File: src/rtl/rf_read_arbiter.sv
// rf_read_arbiter
// Shares one two-operand register-file read port among NUM_FU functional
// units. A token pointer rotates every cycle. The unit holding the token may
// read if both of its source registers are marked ready and the result path
// has room. Read data comes back through a 2-entry in-order feedback FIFO.
// Each grant is also reported to the scoreboard.
module rf_read_arbiter #(
    parameter int NUM_FU     = 4,
    parameter int NUM_REG    = 8,
    parameter int REG_BIT    = 16,
    parameter int REG_ID_BIT = $clog2(NUM_REG),
    parameter int FU_ID_BIT  = $clog2(NUM_FU)
) (
    input  logic                           clk,
    input  logic                           rst,
    input  logic [NUM_FU-1:0]              fu_req_vld,
    output logic [NUM_FU-1:0]              fu_req_rdy,
    input  logic [NUM_FU*REG_ID_BIT-1:0]   fu_reg0_id,
    input  logic [NUM_FU*REG_ID_BIT-1:0]   fu_reg1_id,
    input  logic [NUM_FU*REG_ID_BIT-1:0]   fu_dst_reg,
    input  logic [NUM_REG-1:0]             ready_reg_mask,
    output logic                           rf_rd_en,
    output logic [REG_ID_BIT-1:0]          rf_rd_addr0,
    output logic [REG_ID_BIT-1:0]          rf_rd_addr1,
    input  logic [REG_BIT-1:0]             rf_rd_data0,
    input  logic [REG_BIT-1:0]             rf_rd_data1,
    output logic [NUM_FU-1:0]              fu_fbk_vld,
    input  logic [NUM_FU-1:0]              fu_fbk_rdy,
    output logic [REG_BIT-1:0]             fu_fbk_val0,
    output logic [REG_BIT-1:0]             fu_fbk_val1,
    output logic                           grant_vld,
    output logic [FU_ID_BIT-1:0]           grant_fu,
    output logic [REG_ID_BIT-1:0]          grant_dst_reg,
    output logic                           idle
);

    // Last token position; the pointer wraps from here back to zero.
    localparam logic [FU_ID_BIT-1:0] PTR_LAST = FU_ID_BIT'(NUM_FU - 1);

    // Scoreboard lookup. An id beyond NUM_REG (possible when NUM_REG is not a
    // power of two) never names a real register, so it is treated as not ready.
    function automatic logic reg_is_ready(
        input logic [NUM_REG-1:0]    mask,
        input logic [REG_ID_BIT-1:0] id
    );
        logic ready;
        if (int'(id) < NUM_REG) begin
            ready = mask[id];
        end else begin
            ready = 1'b0;
        end
        return ready;
    endfunction

    // ------------------------------------------------------------------
    // State
    // ------------------------------------------------------------------
    logic [FU_ID_BIT-1:0] r_ptr;
    logic                 r_inflight_vld;
    logic [FU_ID_BIT-1:0] r_inflight_fu;

    // Two-entry FIFO. Write and read indices toggle, and the count
    // distinguishes full from empty.
    logic [REG_BIT-1:0]   r_fifo_val0 [2];
    logic [REG_BIT-1:0]   r_fifo_val1 [2];
    logic [FU_ID_BIT-1:0] r_fifo_fu   [2];
    logic                 r_wr_idx;
    logic                 r_rd_idx;
    logic [1:0]           r_fifo_cnt;

    // ------------------------------------------------------------------
    // Combinational signals
    // ------------------------------------------------------------------
    logic [REG_ID_BIT-1:0] w_reg0_id;
    logic [REG_ID_BIT-1:0] w_reg1_id;
    logic [REG_ID_BIT-1:0] w_dst_id;
    logic                  w_head_vld;
    logic [FU_ID_BIT-1:0]  w_head_fu;
    logic                  w_drain_now;
    logic [2:0]            w_occupancy;
    logic                  w_can_accept;
    logic                  w_slot_rdy;
    logic                  w_grant;
    logic                  w_push;
    logic [FU_ID_BIT-1:0]  w_ptr_nxt;
    logic [1:0]            w_fifo_cnt_nxt;

    // Select the token holder's register ids from the packed request buses.
    always_comb begin
        w_reg0_id = fu_reg0_id[int'(r_ptr) * REG_ID_BIT +: REG_ID_BIT];
        w_reg1_id = fu_reg1_id[int'(r_ptr) * REG_ID_BIT +: REG_ID_BIT];
        w_dst_id  = fu_dst_reg[int'(r_ptr) * REG_ID_BIT +: REG_ID_BIT];
    end

    // Result-path capacity. A result the head hands over this cycle frees
    // its slot in time for a new grant, so throughput stays at one per cycle.
    always_comb begin
        w_head_vld = (r_fifo_cnt != 2'd0);
        w_head_fu  = r_fifo_fu[r_rd_idx];
        if (w_head_vld) begin
            w_drain_now = fu_fbk_rdy[w_head_fu];
        end else begin
            w_drain_now = 1'b0;
        end
        w_occupancy  = {1'b0, r_fifo_cnt} + {2'b00, r_inflight_vld} - {2'b00, w_drain_now};
        w_can_accept = (w_occupancy < 3'd2);
    end

    // Slot readiness and grant. Ready never looks at fu_req_vld, so a unit
    // may gate its valid with its ready without forming a loop.
    always_comb begin
        if (rst) begin
            w_slot_rdy = 1'b0;
        end else begin
            w_slot_rdy = w_can_accept
                       && reg_is_ready(ready_reg_mask, w_reg0_id)
                       && reg_is_ready(ready_reg_mask, w_reg1_id);
        end
        w_grant = w_slot_rdy && fu_req_vld[r_ptr];
        w_push  = r_inflight_vld;
    end

    // One-hot ready for the token holder only.
    always_comb begin
        fu_req_rdy = {NUM_FU{1'b0}};
        if (w_slot_rdy) begin
            fu_req_rdy[r_ptr] = 1'b1;
        end else begin
            fu_req_rdy = {NUM_FU{1'b0}};
        end
    end

    // Read port and scoreboard report follow the grant in the same cycle.
    // With no grant the addresses simply show the token holder's ids.
    always_comb begin
        rf_rd_en      = w_grant;
        rf_rd_addr0   = w_reg0_id;
        rf_rd_addr1   = w_reg1_id;
        grant_vld     = w_grant;
        grant_fu      = r_ptr;
        grant_dst_reg = w_dst_id;
    end

    // Feedback comes from the FIFO head, so it is a decode of registered state.
    always_comb begin
        fu_fbk_vld = {NUM_FU{1'b0}};
        if (w_head_vld) begin
            fu_fbk_vld[w_head_fu] = 1'b1;
        end else begin
            fu_fbk_vld = {NUM_FU{1'b0}};
        end
        fu_fbk_val0 = r_fifo_val0[r_rd_idx];
        fu_fbk_val1 = r_fifo_val1[r_rd_idx];
        idle        = !r_inflight_vld && (r_fifo_cnt == 2'd0);
    end

    // Next token position, wrapping at NUM_FU-1 (NUM_FU need not be 2^n).
    always_comb begin
        if (r_ptr == PTR_LAST) begin
            w_ptr_nxt = {FU_ID_BIT{1'b0}};
        end else begin
            w_ptr_nxt = r_ptr + {{(FU_ID_BIT-1){1'b0}}, 1'b1};
        end
    end

    // FIFO count update. A push and a pop in the same cycle cancel.
    always_comb begin
        case ({w_push, w_drain_now})
            2'b10:   w_fifo_cnt_nxt = r_fifo_cnt + 2'd1;
            2'b01:   w_fifo_cnt_nxt = r_fifo_cnt - 2'd1;
            default: w_fifo_cnt_nxt = r_fifo_cnt;
        endcase
    end

    // Token pointer advances every cycle, whether or not a grant happened.
    always_ff @(posedge clk or posedge rst) begin
        if (rst) begin
            r_ptr <= {FU_ID_BIT{1'b0}};
        end else begin
            r_ptr <= w_ptr_nxt;
        end
    end

    // Track the read in flight. Its data arrives from the RF next cycle.
    always_ff @(posedge clk or posedge rst) begin
        if (rst) begin
            r_inflight_vld <= 1'b0;
            r_inflight_fu  <= {FU_ID_BIT{1'b0}};
        end else begin
            r_inflight_vld <= w_grant;
            r_inflight_fu  <= r_ptr;
        end
    end

    // FIFO control: indices and count. Reset empties the FIFO immediately.
    always_ff @(posedge clk or posedge rst) begin
        if (rst) begin
            r_wr_idx   <= 1'b0;
            r_rd_idx   <= 1'b0;
            r_fifo_cnt <= 2'd0;
        end else begin
            if (w_push) begin
                r_wr_idx <= ~r_wr_idx;
            end
            if (w_drain_now) begin
                r_rd_idx <= ~r_rd_idx;
            end
            r_fifo_cnt <= w_fifo_cnt_nxt;
        end
    end

    // FIFO storage. No reset is needed because the count qualifies the contents.
    always_ff @(posedge clk) begin
        if (w_push) begin
            r_fifo_val0[r_wr_idx] <= rf_rd_data0;
            r_fifo_val1[r_wr_idx] <= rf_rd_data1;
            r_fifo_fu[r_wr_idx]   <= r_inflight_fu;
        end
    end

endmodule

File: config.mk
export PLATFORM = sky130hd
export DESIGN_NAME = rf_read_arbiter
export DESIGN_NICKNAME = d
export VERILOG_FILES = /design/src/rtl/rf_read_arbiter.sv
export SDC_FILE = /design/constraint.sdc
export NUM_CORES = 1
export LEC_CHECK = 0
export BUFFER_PORTS_ARGS = -buffer_cell sky130_fd_sc_hd__buf_2
export CAP_MARGIN = 20
export CORE_ASPECT_RATIO = 1.2
export CORE_UTILIZATION = 52
export CTS_BUF_LIST = sky130_fd_sc_hd__clkbuf_16
export DETAILED_ROUTE_END_ITERATION = 12
export PLACE_DENSITY = 0.89
export SYNTH_ARGS = -nofsm -noshare
export SYNTH_HDL_FRONTEND = slang
export SYNTH_SLANG_ARGS = --single-unit
File: constraint.sdc
create_clock -name clk -period 5.4 [get_ports clk]
set_input_delay 0 -clock clk [delete_from_list [all_inputs] [get_ports clk]]
set_output_delay 0 -clock clk [all_outputs]
set_load 0.01 [all_outputs]
======== Word-level counts from Yosys, hierarchy flattened ========
Memories as Yosys holds them, arrays and structs flattened.
Cells that the tools add are included.
word-level totals
  register bits ........................... 9
  bits in writable memories ............... 68
  input port bits ......................... 86
  output and inout bits ................... 54
  logic and storage cells ................. 62
  memories ................................ 3
memory list
  memory       depth  bits a word  read ports  clocked after Yosys merged registers in  write ports  RTL line  RTL
  r_fifo_val0  2      16           1           0                                        1            64        logic [REG_BIT-1:0] r_fifo_val0 [2];
  r_fifo_val1  2      16           1           0                                        1            65        logic [REG_BIT-1:0] r_fifo_val1 [2];
  r_fifo_fu    2      2            1           0                                        1            66        logic [FU_ID_BIT-1:0] r_fifo_fu [2];
cells by class
  $add $sub $neg .......................... 5
  $mul .................................... 1
  magnitude comparators ................... 7
  equal/unequal tests ..................... 3
  shift operators ......................... 3
  mux-type cells .......................... 22
  bitwise gates (word level) .............. 2
  reduce and logical (&&, ||, !) cells .... 10
operators with widths
  kind                                                                   count
  12-bit by 32-bit variable part select with 3-bit output                2
  1-bit two-way mux                                                      12
  12-bit by 5-bit variable part select with 3-bit output                 1
  3-bit by 4-bit < comparator with 1-bit output, second input constant   2
  4-bit two-way mux                                                      2
  1-bit binary-select mux with 3-bit select                              2
  1-bit logical AND                                                      6
  2-bit by 3-bit < comparator with 1-bit output, second input constant   2
  2-bit by 1-bit adder with 2-bit output, second input constant          2
  1-bit binary-select mux with 2-bit select                              2
  1-bit demux with 2-bit select                                          2
  2-bit equality test, second input constant                             2
  2-bit by 1-bit >= comparator with 1-bit output, second input constant  2
  2-bit by 2-bit multiplier with 4-bit output, second input constant     1
  2-bit case mux with 2 select lines                                     1
  2-bit nonzero test                                                     2
  2-bit by 1-bit adder with 3-bit output                                 1
  3-bit by 2-bit < comparator with 1-bit output, second input constant   1
  3-bit by 1-bit subtractor with 3-bit output                            1
  2-bit by 1-bit equality test with 1-bit output, second input constant  1
  2-bit zero test                                                        1
  2-bit two-way mux                                                      1
  1-bit NOT                                                              2
  2-bit by 1-bit subtractor with 2-bit output, second input constant     1
  1-bit zero test                                                        1

======== Longest topological paths before layout ========
An unclocked memory read counts as a cell.
  depth in word-level cells ............... 10
  depth in mapped cells ................... 12
  gate-level depth less buffers ........... 10

======== Least setup slack after synthesis ========
No wires, ideal clock.
  path type ............................... reg2out
  start ................................... register r_rd_idx
  end ..................................... output rf_rd_en
  arrival ................................. 3323 ps
  required time ........................... 5400 ps
  path slack .............................. 2077 ps
  stages on the path, launching flop included .. 13
  buffers on the path ..................... 2
  cell sequence ........................... dfrtp_1 > buf_2 > mux2i_1 > mux4_2 > and2_1 > ha_1 > nand2b_1 > fa_1 > xnor2_1 > and3_1 > nand2_1 > nor3_1 > buf_4
on the way
  longest elaborated chain between the ends .. 10
ends and longest elaborated chain
  element                                        RTL line  RTL
  from (decl)                                    68        logic r_rd_idx;
  from (signal assigned)                         206       r_rd_idx <= ~r_rd_idx;
  memory 2 x 2 bit                               n/a
  1-bit binary-select mux with 2-bit select      101       w_drain_now = fu_fbk_rdy[w_head_fu];
  1-bit two-way mux (not written as such)        101
  1-bit two-way mux                              100       if (w_head_vld) begin
  net w_drain_now                                79        logic w_drain_now;
  3-bit by 1-bit subtractor with 3-bit output    105       w_occupancy = {1'b0, r_fifo_cnt} + {2'b00, r_inflight_vld} - {2'b00, w_drain_now};
  3-bit by 2-bit < comparator with 1-bit output  106       w_can_accept = (w_occupancy < 3'd2);
  1-bit logical AND                              116       && reg_is_ready(ready_reg_mask, w_reg0_id)
  1-bit logical AND                              117       && reg_is_ready(ready_reg_mask, w_reg1_id);
  1-bit two-way mux                              112       if (rst) begin
  1-bit logical AND                              119       w_grant = w_slot_rdy && fu_req_vld[r_ptr];
  to (decl)                                      22        output logic rf_rd_en,
The timed path passes the listed nets, and every way through them passes these cells. The select of a mux whose other input is x is not followed.

======== Final worst setup path ========
  start ................................... register r_rd_idx
  end ..................................... output grant_vld
on the way
  longest elaborated chain between the ends .. 10
ends and longest elaborated chain
  element                                        RTL line  RTL
  memory 2 x 2 bit                               n/a
  1-bit binary-select mux with 2-bit select      101
  1-bit two-way mux (not written as such)        101
  1-bit two-way mux                              100
  net w_drain_now                                79
  3-bit by 1-bit subtractor with 3-bit output    105
  3-bit by 2-bit < comparator with 1-bit output  106
  1-bit logical AND                              116
  1-bit logical AND                              117
  1-bit two-way mux                              112
  1-bit logical AND                              119
  to (decl)                                      31        output logic grant_vld,
The timed path passes the listed nets, and every way through them passes these cells. The select of a mux whose other input is x is not followed.

==> metrics.md <==
| Metric | Value |
|---|---|
| Outcome | `finished, final reports clean` |
| Worst R2R Start | `r_rd_idx` |
| Cell-internal power | `about 1.4 mW` |
| Vias in the first global route | `2533` |
| Top cells by instance count after synthesis | `68 x sky130_fd_sc_hd__edfxtp_1, 32 x sky130_fd_sc_hd__mux2_2, 14 x sky130_fd_sc_hd__mux2i_1, 9 x sky130_fd_sc_hd__dfrtp_1` |
| Worst hold slack | `~190 ps` |
| Area post-placement | `0.004173 mm2` |
| NetSw | `approximately 480 uW` |
| Crit path DAT | `3700 ps` |
| Skew final | `approximately 5.4 ps` |
| Setup TNS after final layout | `0 ps` |
| Worst vdd ir | `about 0.22 mV` |
| Horizontal die dimension | `roughly 76 um` |
| Hold violation count in the final report | `0` |
| Area overhead of the layout relative to synthesis | `42.03%` |
| Endpoint required time on the critical path | `5400 ps` |
| Deepest level of the CTS H-tree | `3` |
| Router iterations before antenna repair | `5` |
| Max Fanout on Critical Path | `5` |
| Share of cells above drive strength 1 | `between 50% and 60%` |
| Finished Core Util | `~78%` |
| Worst path top cell family by delay | `multiplexers` |
| Synth Area per Inst | `18.03 um2` |
| DR vias | `2397` |
| Sequential fraction of design power | `between 30% and 40%` |
| First-pass GRT wire length | `approximately 12000 um` |
| Type of destination of the critical path | `output port` |
| Count of cell types in the netlist | `23` |
| Pins Over Slew Limit | `0` |
| CTS tree | `built` |
| Final worst-path cycle share | `68.53%` |
| Flop and latch count out of synthesis | `77` |
| Lkg Pwr | `just over 2 nW` |
| Combinational share of power | `~26%` |
| Cell at the slowest stage of the critical path | `sky130_fd_sc_hd__mux4_2` |
| Startpoint kind of the worst setup timing path | `register` |
| RSZ-0062 raised after global routing | `no` |
| Quantity of gates resized following cts | `0` |
| Synth Flop Type | `sky130_fd_sc_hd__edfxtp_1` |
| Hold/Removal Path Class | `in2async` |
| Power Density | `between 300 and 400 mW/mm2` |
| Fmax achieved | `~270 MHz` |
| Reg2reg setup slack | `2110 ps` |
| Final Critical Period | `~3700 ps` |
| Mapped Cells | `~190` |
| Number of nets at the end of the flow | `between 400 and 500` |
| Post-detailed-routing wire length | `around 7900 um` |
| Die area | `~0.0069 mm2` |
| RePlAce Congestion | `around 0.85` |
| R2R Path End | `r_inflight_vld` |
| Most common cell in the synthesized netlist | `sky130_fd_sc_hd__edfxtp_1` |
| Number of CTS-inserted buffers | `9` |
| Post-synthesis sequential area ratio | `between 60% and 70%` |
| Clock Power Share | `between 30% and 40%` |
| Number of violations of the max-capacitance limit | `0` |
| Total power after layout | `approximately 1.9 mW` |
| Global-route congestion overflow total | `0` |
| Initial antenna violation count | `0` |
| Total of warnings raised by yosys | `0` |
| Post-route DRC violation count | `0` |
| Share of async-settable or async-resettable flops after synthesis | `between 10% and 20%` |
| # rows | `31` |
| Cell type with the largest total area after synthesis | `sky130_fd_sc_hd__edfxtp_1` |
| # clock sinks | `between 70 and 80` |
| Drt via density | `5.315` |
| Post-CTS setup buffers | `0` |
| Maximum buffer depth of the clock tree | `2` |
| Clock latency of the later-clocked register in the worst-skew pair | `330 ps` |
| Reg clk slew, reported paths | `about 60 ps` |
| GR Util All Layers | `about a quarter` |
| Cell area after synthesis | `approximately 0.0034 mm2` |
| Routed wirelength normalized by instance count | `~17 um` |
| Delay of the slowest cell on the worst path | `between 500 and 600 ps` |
| Hold buffers post-CTS | `33` |
| Layout Cell Area excl Fill | `approximately 0.0048 mm2` |
| Tightest slew margin relative to the limit | `around 35%` |
| Die Height | `approximately 91 um` |
| Maximum number of pins on one net before global-route repair | `35` |
| Proportion of total power due to net switching | `roughly 26%` |
| Synthesized netlist net count | `282` |
| Clock tree root driver cell | `sky130_fd_sc_hd__clkbuf_16` |
| Type of the worst setup path | `reg2out` |
| Count of input and output buffers | `between 100 and 150` |
| Number of ports placed on the die boundary | `140` |
| Count of cells along the worst register-to-register path | `10` |
| Antenna fix cells | `0` |
| Final setup fails | `0` |
| Core outline area | `just over 0.006 mm2` |
| Chain of cells forming the critical path | `mux2i_1, mux4_2, and2_1, ha_1, nand2b_1, fa_1, xnor2_1, and3_1, nand2_1, nor3_1, buf_2` |
| First-iteration detailed-routing DRC count | `between 100 and 150` |
| Worst slew pin tran | `965.8 ps` |
| Top cell type's share of synthesized area | `59.91%` |
| Synth area leaders | `sky130_fd_sc_hd__edfxtp_1 60%, sky130_fd_sc_hd__mux2_2 11%, sky130_fd_sc_hd__dfrtp_1 6.6%` |
| Initial core utilization | `between 50% and 60%` |
| DPL Wire Length | `approximately 4800 um` |
| Number of enable flip-flop cells after synthesis | `just under 70` |
| Number of nets with antenna violations after routing | `0` |
| Combined buffer and inverter count along the critical path | `1` |
==> how the worst max path moves through the flow <==
stage / from / to / cells past startpoint
final: r_rd_idx / grant_vld / 11
after global routing: r_rd_idx / grant_vld / 11
after CTS: r_rd_idx / rf_rd_en / 11
after detailed placement: r_rd_idx / rf_rd_en / 11
after global placement: r_rd_idx / rf_rd_en / 11
after floorplan: r_rd_idx / rf_rd_en / 12
==> state kept, by name, summed over array words and instances, names as in the netlist <==
name and count:
r_fifo_fu 4, r_wr_idx 1, grant_fu 2, r_rd_idx 1, r_inflight_vld 1, r_inflight_fu 2, r_fifo_val1 32, r_fifo_cnt 2
r_fifo_val0 32
==> layer usage <==
metal  routed length, um  vias to the layer above  GRT usage [%]  share of wire [%]
met5                   0                        -              0                  0
met4                 271                        0          12.66                3.4
met3                 546                       24          5.758                7.0
met2                4190                      143          45.45                 53
met1                2848                     1143          24.17                 36
li1                    -                     1087              -                  -
==> power groups by stage <==
stage | registers [mW] | logic, mW | clock network (mW)
3_5_place_dp | 0.724 | 0.451 | 0
5_1_grt | 0.717 | 0.519 | 0.702
2_1_floorplan | 0.712 | 0.308 | 0
3_3_place_gp | 0.721 | 0.441 | 0
4_1_cts | 0.712 | 0.475 | 0.682
6_report | 0.713 | 0.479 | 0.672
==> through the flow <==
step	worst slack, ps	instances
2_1_floorplan	2077	189
4_1_cts	1682	451
6_report	1699	451
5_1_grt	1461	451
3_3_place_gp	2172	403
3_5_place_dp	2052	403
==> cells by family (layout without fill, tap and decap cells) <==
family | count (synthesis) | count (layout) | synth area share [%]
flops | 77 | 77 | 66.52
buf+inv | 14 | 194 | 2.203
fa+ha+maj | 7 | 7 | 2.790
mux | 59 | 59 | 23.42
simple gates | 26 | 26 | 3.525
xor+xnor | 6 | 6 | 1.542
==> tightest hold or removal path, cell delays in order <==
cell and delay (ps):
sky130_fd_sc_hd__dlygate4sd3_1 530, sky130_fd_sc_hd__buf_2 120, sky130_fd_sc_hd__inv_1 280
==> placed cells by master (no fill, tap or decap) <==
cell | netlist | layout
sky130_fd_sc_hd__dlygate4sd3_1 | 0 | 33
sky130_fd_sc_hd__nand2_1 | 7 | 7
sky130_fd_sc_hd__buf_4 | 1 | 2
sky130_fd_sc_hd__dfrtp_1 | 9 | 9
sky130_fd_sc_hd__mux2_2 | 32 | 32
sky130_fd_sc_hd__nor2_4 | 0 | 1
sky130_fd_sc_hd__clkinv_4 | 0 | 2
sky130_fd_sc_hd__nor2_1 | 7 | 6
sky130_fd_sc_hd__mux4_2 | 5 | 5
sky130_fd_sc_hd__inv_1 | 5 | 5
sky130_fd_sc_hd__clkinv_2 | 0 | 1
sky130_fd_sc_hd__mux4_1 | 6 | 6
sky130_fd_sc_hd__xnor2_1 | 3 | 3
sky130_fd_sc_hd__xor2_1 | 3 | 3
sky130_fd_sc_hd__mux2i_1 | 14 | 14
sky130_fd_sc_hd__or2_2 | 1 | 1
sky130_fd_sc_hd__nand2b_1 | 1 | 1
sky130_fd_sc_hd__fa_1 | 1 | 1
sky130_fd_sc_hd__and3_1 | 2 | 2
sky130_fd_sc_hd__buf_2 | 3 | 139
sky130_fd_sc_hd__and2_1 | 2 | 2
sky130_fd_sc_hd__nor3_1 | 6 | 6
sky130_fd_sc_hd__edfxtp_1 | 68 | 68
sky130_fd_sc_hd__bufinv_16 | 0 | 3
sky130_fd_sc_hd__clkbuf_16 | 0 | 9
sky130_fd_sc_hd__mux2i_2 | 2 | 2
sky130_fd_sc_hd__ha_1 | 6 | 6
==> area by class of cell <==
cell class | instances | area [um2]
timing repair buffer | 174 | 1041
clock buffer | 9 | 225.2
sequential | 77 | 2267
clock inverter | 6 | 112.6
inverter | 5 | 18.77
multi-input combinational | 98 | 1074
fill | 354 | 1326
tap | 82 | 102.6
Note: power is estimated with default switching activity, not from simulation.
